<file path="src/rtl/ex_stage.sv">
// ex_stage: MIPS execute stage with the ID/EX register, forwarding muxes, ALU and EX/MEM register.
module ex_stage #(
  parameter int WIDTH   = 32,
  parameter int REGBITS = 5
) (
  input  logic               clk_i,
  input  logic               reset_i,
  input  logic               stall_i,
  input  logic               flush_i,
  input  logic               id_valid_i,
  input  logic [WIDTH-1:0]   id_rd1_i,
  input  logic [WIDTH-1:0]   id_rd2_i,
  input  logic [WIDTH-1:0]   id_imm_i,
  input  logic [REGBITS-1:0] id_rs_i,
  input  logic [REGBITS-1:0] id_rt_i,
  input  logic [REGBITS-1:0] id_rd_i,
  input  logic               id_regwrite_i,
  input  logic               id_memtoreg_i,
  input  logic               id_memwrite_i,
  input  logic               id_alusrc_i,
  input  logic               id_regdst_i,
  input  logic [2:0]         id_alucontrol_i,
  input  logic [1:0]         fwd_a_i,
  input  logic [1:0]         fwd_b_i,
  input  logic [WIDTH-1:0]   wb_result_i,
  output logic [REGBITS-1:0] idex_src1_o,
  output logic [REGBITS-1:0] idex_src2_o,
  output logic               idex_memtoreg_o,
  output logic [REGBITS-1:0] idex_dest_o,
  output logic               exmem_valid_o,
  output logic               exmem_regwrite_o,
  output logic               exmem_memtoreg_o,
  output logic               exmem_memwrite_o,
  output logic [WIDTH-1:0]   exmem_aluout_o,
  output logic [WIDTH-1:0]   exmem_writedata_o,
  output logic [REGBITS-1:0] exmem_dest_o,
  output logic               exmem_zero_o
);
  typedef struct packed {
    logic               valid;
    logic               regwrite;
    logic               memtoreg;
    logic               memwrite;
    logic               alusrc;
    logic               regdst;
    logic [2:0]         alucontrol;
    logic [WIDTH-1:0]   rd1;
    logic [WIDTH-1:0]   rd2;
    logic [WIDTH-1:0]   imm;
    logic [REGBITS-1:0] rs;
    logic [REGBITS-1:0] rt;
    logic [REGBITS-1:0] rd;
  } idex_t;
  typedef struct packed {
    logic               valid;
    logic               regwrite;
    logic               memtoreg;
    logic               memwrite;
    logic               zero;
    logic [WIDTH-1:0]   aluout;
    logic [WIDTH-1:0]   writedata;
    logic [REGBITS-1:0] dest;
  } exmem_t;
  idex_t idex_q, idex_d, id_in;
  exmem_t exmem_q, exmem_d, ex_out;
  logic [WIDTH-1:0] op_a, op_b, alu_b, alu_y;
  logic [REGBITS-1:0] dest;
  always_comb begin
    id_in = '{valid: id_valid_i, regwrite: id_regwrite_i & id_valid_i,
              memtoreg: id_memtoreg_i & id_valid_i, memwrite: id_memwrite_i & id_valid_i,
              alusrc: id_alusrc_i, regdst: id_regdst_i, alucontrol: id_alucontrol_i,
              rd1: id_rd1_i, rd2: id_rd2_i, imm: id_imm_i,
              rs: id_rs_i, rt: id_rt_i, rd: id_rd_i};
    // flush outranks stall so a killed instruction never lingers in EX
    idex_d = flush_i ? '0 : stall_i ? idex_q : id_in;
  end
  always_comb begin
    op_a  = fwd_a_i == 2'd1 ? exmem_q.aluout : fwd_a_i == 2'd2 ? wb_result_i : idex_q.rd1;
    op_b  = fwd_b_i == 2'd1 ? exmem_q.aluout : fwd_b_i == 2'd2 ? wb_result_i : idex_q.rd2;
    alu_b = idex_q.alusrc ? idex_q.imm : op_b;
    alu_y = idex_q.alucontrol == 3'b000 ? op_a & alu_b :
            idex_q.alucontrol == 3'b001 ? op_a | alu_b :
            idex_q.alucontrol == 3'b010 ? op_a + alu_b :
            idex_q.alucontrol == 3'b110 ? op_a - alu_b :
            idex_q.alucontrol == 3'b111 ? {{(WIDTH-1){1'b0}}, $signed(op_a) < $signed(alu_b)} :
            '0;
    dest  = idex_q.regdst ? idex_q.rd : idex_q.rt;
    ex_out = '{valid: idex_q.valid, regwrite: idex_q.regwrite, memtoreg: idex_q.memtoreg,
               memwrite: idex_q.memwrite, zero: alu_y == '0, aluout: alu_y,
               writedata: op_b, dest: dest};
    // a held instruction must reach MEM only once, so stalled cycles emit bubbles
    exmem_d = stall_i ? '0 : ex_out;
  end
  always_ff @(posedge clk_i or posedge reset_i) begin
    if (reset_i) begin
      idex_q  <= '0;
      exmem_q <= '0;
    end else begin
      idex_q  <= idex_d;
      exmem_q <= exmem_d;
    end
  end
  assign idex_src1_o       = idex_q.rs;
  assign idex_src2_o       = idex_q.rt;
  assign idex_memtoreg_o   = idex_q.memtoreg;
  assign idex_dest_o       = idex_q.regdst ? idex_q.rd : idex_q.rt;
  assign exmem_valid_o     = exmem_q.valid;
  assign exmem_regwrite_o  = exmem_q.regwrite;
  assign exmem_memtoreg_o  = exmem_q.memtoreg;
  assign exmem_memwrite_o  = exmem_q.memwrite;
  assign exmem_aluout_o    = exmem_q.aluout;
  assign exmem_writedata_o = exmem_q.writedata;
  assign exmem_dest_o      = exmem_q.dest;
  assign exmem_zero_o      = exmem_q.zero;
endmodule
</file>
<file path="config.mk">
export PLATFORM = sky130hd
export DESIGN_NAME = ex_stage
export DESIGN_NICKNAME = d
export VERILOG_FILES = /design/src/rtl/ex_stage.sv
export SDC_FILE = /design/constraint.sdc
export NUM_CORES = 1
export LEC_CHECK = 0
export ABC_AREA = 1
export CELL_PAD_IN_SITES_DETAIL_PLACEMENT = 1
export CELL_PAD_IN_SITES_GLOBAL_PLACEMENT = 2
export CORE_MARGIN = 4
export CORE_UTILIZATION = 29
export DETAILED_ROUTE_END_ITERATION = 12
export GPL_ROUTABILITY_DRIVEN = 0
export PLACE_DENSITY_LB_ADDON = 0.3
export SLEW_MARGIN = 25
export SYNTH_ARGS = -nofsm -noshare
export SYNTH_HDL_FRONTEND = slang
export SYNTH_SLANG_ARGS = --single-unit
</file>
<file path="constraint.sdc">
create_clock -name clk_i -period 7.3 [get_ports clk_i]
set_clock_uncertainty 0.1 [all_clocks]
set_input_delay 1.095 -clock clk_i [delete_from_list [all_inputs] [get_ports clk_i]]
set_output_delay 1.095 -clock clk_i [all_outputs]
set_load 0.05 [all_outputs]
</file>
==> results of run 1 <==
==> cell families (layout without fill, tap and decap cells) <==
kind of cell,Yosys count,after routing
AND/OR/NAND/NOR,1100,1100
adder cells (fa/ha/maj),98,98
flip-flops,194,194
other,0,5
buffers and inverters,472,666
AO/OA/AOI/OAI,365,365
==> Yosys cell counts, drive strengths merged <==
cell	count
a21o	4
a21oi	129
a221oi	3
a22o	12
a31oi	2
and2	1
buf	41
clkbuf	67
dfrtp	194
fa	2
ha	96
inv	364
nand2	679
nand3	154
nand3b	6
nand4	35
nor2	177
nor3	17
nor4	1
o2111ai	2
o211ai	26
o21ai	176
o21bai	11
or2	30
==> cell usage in the layout (no fill, tap or decap), types with 14 or more instances in the layout <==
cell,count
nor2_2,15
nand2_1,673
nand3_1,152
dfrtp_1,193
clkbuf_16,17
nand4_1,34
clkdlybuf4s50_1,247
ha_1,96
o21ai_0,175
inv_2,14
a21oi_1,119
or2_2,29
inv_1,349
o211ai_1,26
nor2_1,157
buf_4,21
==> flip-flops by register name, indices dropped and copies added, names as in the netlist <==
| signal | count |
|---|---|
| idex_q | 106 |
| exmem_aluout_o | 32 |
| exmem_writedata_o | 32 |
| exmem_dest_o | 5 |
| idex_src1_o | 5 |
| idex_src2_o | 5 |
| ex_out | 3 |
| exmem_memtoreg_o | 1 |
| exmem_memwrite_o | 1 |
| exmem_regwrite_o | 1 |
| exmem_valid_o | 1 |
| exmem_zero_o | 1 |
| idex_memtoreg_o | 1 |
==> report_power, final <==
part / internal [mW] / total, mW / leakage (nW) / switching [mW]
logic: 0.425 / 1.37 / 6.08 / 0.942
registers: 1.14 / 1.19 / 2.60 / 0.0538
clock network: 0.473 / 0.984 / 0.301 / 0.510
total: 2.04 / 3.54 / 8.98 / 1.51
==> cell type report <==
type	instances	share of cell area (%)
tap	672	4.59
inverter	364	7.50
sequential	194	26.5
multi-input combinational	1563	43.5
clock inverter	15	1.07
timing repair buffer	270	14.4
clock buffer	17	2.32
antenna	5	0.0683
==> path summary, 6_finish.rpt <==
kind / startpoint / depth (start not counted) / to / slack [ns]
max: fwd_b_i[0] / 23 / exmem_zero_o$_DFF_PP0_ / 1.68
max reg2reg: idex_q[115]$_DFFE_PP0P_ / 18 / exmem_zero_o$_DFF_PP0_ / 2.88
min in group asynchronous: reset_i / 2 / exmem_writedata_o[27]$_DFF_PP0_ / 1.10
min: ex_out[73]$_DFFE_PP0P_ / 2 / exmem_valid_o$_DFF_PP0_ / 0.39
max in group asynchronous: reset_i / 3 / idex_q[58]$_DFFE_PP0P_ / 4.42
min reg2reg: ex_out[73]$_DFFE_PP0P_ / 2 / exmem_valid_o$_DFF_PP0_ / 0.39
==> critical path: stages <==
cell and delay, ns:
clkdlybuf4s50_1 0.51, nor2_2 0.06, inv_1 0.65, nand2_1 0.11, o211ai_1 0.12, o21ai_0 0.17, o21ai_0 0.58, ha_1 0.50
inv_1 0.21, nand2_1 0.15, nor2_1 0.21, nand2_1 0.15, nor3_2 0.17, nand2_2 0.08, nand2_1 0.06, nand2_1 0.04
nand3_1 0.17, nand2_1 0.10, a21oi_2 0.27, nand3_1 0.11, nor2_1 0.14, nand2_1 0.12, nor2_2 0.10
==> layer usage <==
layer / wire length [um] / global-route usage (%)
met4: 1680 / 6.48
met3: 3040 / 4.32
met5: 40 / 0
met1: 30400 / 32.7
met2: 28900 / 37.4
==> results.ini, run 1 <==
[outcome]
status=finished clean

[floorplanning]
ios=250
die_area_mm2=0.0543
core_mm2=0.0501
rows=82
initial_core_util_pct=29.3
dieWidth_um=233
die_y_um=233

[layout]
drive_gt1_share_pct=6.07
regArea_mm2=0.00486
multi_input_area_mm2=0.00797
fill_cells=6439
fin_nets=2668
final_cells=3100
area_growth_pct=24.7
stdcell_area_mm2=0.0183
final_util_pct=36.6

[clocking]
clock_path_buffers=2
root_buffer=clkbuf_16
cts_tree=built
numCtsBuffers=17
hold_buffers=0
h-tree-depth=4
clkSinkCount=194
postCtsSetupRepairBufs=0
clk_pin_slew_ns=0.09
clk_latency_ns=0.46
post_cts_resized=0

[placement]
dpl-instance-area_mm2=0.0177
hpwl_um=51400
port_buffers=249
place_inst=3063
dp_slack_ns=1.20

[worst_hold_path]
hold_class=flop to flop

[setup_path]
end_kind=flop
crit_fanout=25
critPathArrivalTime_ns=5.91
crit_required_ns=7.59
cp-start-kind=primary input
critical_path_class=primary input to flop

[route]
first_pass_iters=5
drtIter0Drc=923
routed-via-count=15300
wl_per_cell_um=20.7
drt_wl_total_um=64100
routed_via_density=4.93
drc_errors=0
drt.antenna.violating_nets=0

[logic_synthesis]
syn_area_per_cell_um2=6.59
synth-seq-cells=194
synth_fp_nets=2487
ys_top_cells_by_area=dfrtp_1 33%, nand2_1 17%, inv_1 9.0%, ha_1 8.2%, o21ai_0 6.0%
ys_seq_area_share_pct=33.1
ys.warnings.count=0
syn-cell-area_mm2=0.0147
synth_cells=2229
synth_fa_ha_area_share_pct=8.45
synth_xor_area_share_pct=0
yosysTopAreaCell=dfrtp_1
yosysTopAreaCellShare_pct=33.1
synth-simple-area-share_pct=31.6
synth_mux_area_share_pct=0
synth_compound_area_share_pct=14.0
synthDistinctLibCells=39
synth_top_family_by_area=simple AND/OR/NAND/NOR gates

[sta]
worst_pin_slew_ns=1.01
max_freq_mhz=178
finalHoldViolCount=0
holdWs_ns=0.390
slew_headroom_pct=32.5
fin_crit_sh_pct=77.0
setup_ws_ns=1.68
finalCriticalPeriod_ns=5.62
setup_violations=0
slew_viol_final=0
fin_tns_setup_ns=0
grt_setup_unrepaired=no

[global_route]
antenna_found_initial=7
grt_max_degree=127
grt_pass1_wl_um=97700
track_usage_pct=23.5
grt_overflow_total=0
grt_pass1_vias=16200

[flow_run]
drv_cap=0

[power]
ir_drop_uv=148
p_per_area_mw_per_mm2=193
finalPower_mw=3.54
power.leakage_nw=8.98

Power figures use the tool's default switching activity.
==> inputs of run 2 (changes only) <==
--- a/config.mk
+++ b/config.mk
@@ -9,7 +9,7 @@
 export CELL_PAD_IN_SITES_DETAIL_PLACEMENT = 1
 export CELL_PAD_IN_SITES_GLOBAL_PLACEMENT = 2
 export CORE_MARGIN = 4
-export CORE_UTILIZATION = 29
+export CORE_UTILIZATION = 27
 export DETAILED_ROUTE_END_ITERATION = 12
 export GPL_ROUTABILITY_DRIVEN = 0
 export PLACE_DENSITY_LB_ADDON = 0.3
==> constraint.sdc (replaced) <==
create_clock -name clk_i -period 4.78 [get_ports clk_i]
set_clock_uncertainty 0.1 [all_clocks]
set_input_delay 0.717 -clock clk_i [delete_from_list [all_inputs] [get_ports clk_i]]
set_output_delay 0.717 -clock clk_i [all_outputs]
set_load 0.05 [all_outputs]
==> run 2 against run 1 <==
  * Combinational power is 85% higher
  * Via count increased by 5.4%
  * Cell area up 9.4%
  * Sequential power rose by 53%
  * Sequential cell count unchanged
  * Core utilization up 0.64 points
  * Clock-buffer cell count unchanged
==> results.ini, run 2 (synthesis gave the netlist of run 1 again) <==
[clocking]
post_cts_resized=0  ; unchanged
clk_pin_slew_ns=0.09  ; about the same
clock_path_buffers=2  ; unchanged
root_buffer=clkbuf_16  ; unchanged
numCtsBuffers=17  ; unchanged
clk_latency_ns=0.46  ; about the same
h-tree-depth=4  ; unchanged
cts_tree=built  ; unchanged
clkSinkCount=194  ; unchanged
hold_buffers=0  ; unchanged
postCtsSetupRepairBufs=0  ; unchanged

[sta]
finalCriticalPeriod_ns=4.58
grt_setup_unrepaired=no  ; unchanged
fin_crit_sh_pct=95.9
setup_violations=0  ; unchanged
setup_ws_ns=0.195  ; was 1.68 ns
worst_pin_slew_ns=0.977  ; was 1.01 ns
slew_headroom_pct=34.7  ; was 32.5%
fin_tns_setup_ns=0  ; unchanged
max_freq_mhz=218
slew_viol_final=0  ; unchanged
finalHoldViolCount=0  ; unchanged

[route]
routed_via_density=4.84  ; was 4.93
routed-via-count=16100  ; was 15300
drtIter0Drc=974  ; was 923
first_pass_iters=5  ; unchanged
drt_wl_total_um=67700  ; was 64100 um
drt.antenna.violating_nets=0  ; unchanged
wl_per_cell_um=20.4  ; was 20.7 um
drc_errors=0  ; unchanged

[setup_path]
crit_fanout=18  ; was 25
crit_start=fwd_b_i[1]  ; was fwd_b_i[0]
crit_required_ns=5.08  ; was 7.59 ns
end_kind=flop  ; unchanged
critical_path_class=primary input to flop  ; unchanged
cp-start-kind=primary input  ; unchanged
r2r_start=idex_q[115]$_DFFE_PP0P_  ; unchanged
critPathArrivalTime_ns=4.89  ; was 5.91 ns

[worst_hold_path]
hold_start=ex_out[73]$_DFFE_PP0P_  ; unchanged
hold_class=flop to flop  ; unchanged

[global_route]
grt_max_degree=133  ; was 127
track_usage_pct=23.2  ; was 23.5%
grt_pass1_vias=17400  ; was 16200
grt_pass1_wl_um=104000  ; was 97700 um
grt_overflow_total=0  ; unchanged
antenna_found_initial=3  ; was 7

[layout]
regArea_mm2=0.00486  ; unchanged
final_cells=3324  ; was 3100
fin_nets=2871  ; was 2668
largest_reg_flops=106  ; unchanged
stdcell_area_mm2=0.0200  ; was 0.0183 mm^2
layout_commonest_cell=nand2_1  ; unchanged
fill_cells=6876  ; was 6439
mostFrequentLayoutCells=672 x nand2_1, 349 x inv_1, 247 x clkdlybuf4s50_1  ; was 673 x nand2_1, 349 x inv_1, 247 x clkdlybuf4s50_1
multi_input_area_mm2=0.00801  ; was 0.00797 mm^2
area_growth_pct=36.3  ; was 24.7%
largest_register=idex_q  ; unchanged
drive_gt1_share_pct=13.7  ; was 6.07%

[placement]
dpl-instance-area_mm2=0.0194  ; was 0.0177 mm^2
port_buffers=249  ; unchanged
place_inst=3290  ; was 3063
hpwl_um=55000  ; was 51400 um
dp_slack_ns=-0.427  ; was 1.20 ns

[outcome]
status=finished clean  ; unchanged

[power]
finalPower_mw=5.89  ; was 3.54 mW
p_per_area_mw_per_mm2=294  ; was 193 mW/mm^2
ir_drop_uv=214  ; was 148 uV
power.leakage_nw=10.0  ; was 8.98 nW

[flow_run]
drv_cap=0  ; unchanged

[floorplanning]
rows=85  ; was 82
initial_core_util_pct=27.3  ; was 29.3%
core_mm2=0.0538  ; was 0.0501 mm^2
die_y_um=241  ; was 233 um
dieWidth_um=241  ; was 233 um
ios=250  ; unchanged
die_area_mm2=0.0582  ; was 0.0543 mm^2

-- run 2: final cells by class --
class | instances | share of cell area, %
multi-input cells | 1563 | 40.0
flip-flops and latches | 194 | 24.3
repair buffers | 473 | 21.5
inverters | 364 | 6.84
well taps | 696 | 4.35
clock buffers | 17 | 2.12
clock inverters | 15 | 0.975
diodes | 2 | 0.0250
-- run 2: worst paths after layout --
check / to / slack, ns / cells after the start
setup / recovery: exmem_zero_o$_DFF_PP0_ / 0.20 / 27
hold / removal: exmem_valid_o$_DFF_PP0_ / 0.38 / 2
hold reg to reg: exmem_valid_o$_DFF_PP0_ / 0.38 / 2
setup reg to reg: exmem_zero_o$_DFF_PP0_ / 0.57 / 19
max in group asynchronous: exmem_aluout_o[7]$_DFF_PP0_ / 2.90 / 3
min in group asynchronous: idex_q[40]$_DFFE_PP0P_ / 0.56 / 2
-- run 2: where the power goes --
part | total, mW | internal (mW) | switching (mW)
Sequential | 1.82 | 1.74 | 0.0853
Combinational | 2.53 | 0.962 | 1.57
Clock | 1.54 | 0.724 | 0.816
-- run 2: routing by layer --
layer | wire length (um) | track usage [%] | vias up
met2 | 30100 | 37.0 | 386
li1 | - | - | 7740
met1 | 32400 | 32.7 | 7899
met3 | 3900 | 4.76 | 67
met4 | 1300 | 5.23 | 4
met5 | 33 | 0 | -
-- run 2: worst max-delay path, cell delays in order --
cell,delay [ns]
clkdlybuf4s50_1,0.46
inv_1,0.07
nor2_4,0.16
inv_1,0.11
buf_12,0.16
buf_4,0.18
nand2_1,0.07
nand3_1,0.06
o21ai_0,0.19
o21ai_0,0.19
buf_4,0.19
ha_2,0.38
inv_1,0.09
buf_4,0.14
a21oi_1,0.20
nand2_1,0.14
nand2_1,0.07
nand2_1,0.08
a21oi_2,0.15
nand3_1,0.13
nand3_1,0.18
nand2_1,0.12
a21oi_4,0.21
nand3_1,0.11
nor2_2,0.16
nand2_1,0.09
nor2_2,0.08
-- run 2: stage by stage --
step / hold WS, ns / util, %
final: 0.381 / 37.2
after floorplan: 0.343 / -
after CTS: 0.393 / 37.1
after global placement: 0.358 / 35.9
after detailed placement: 0.375 / 36.0
after global routing: 0.413 / 37.2
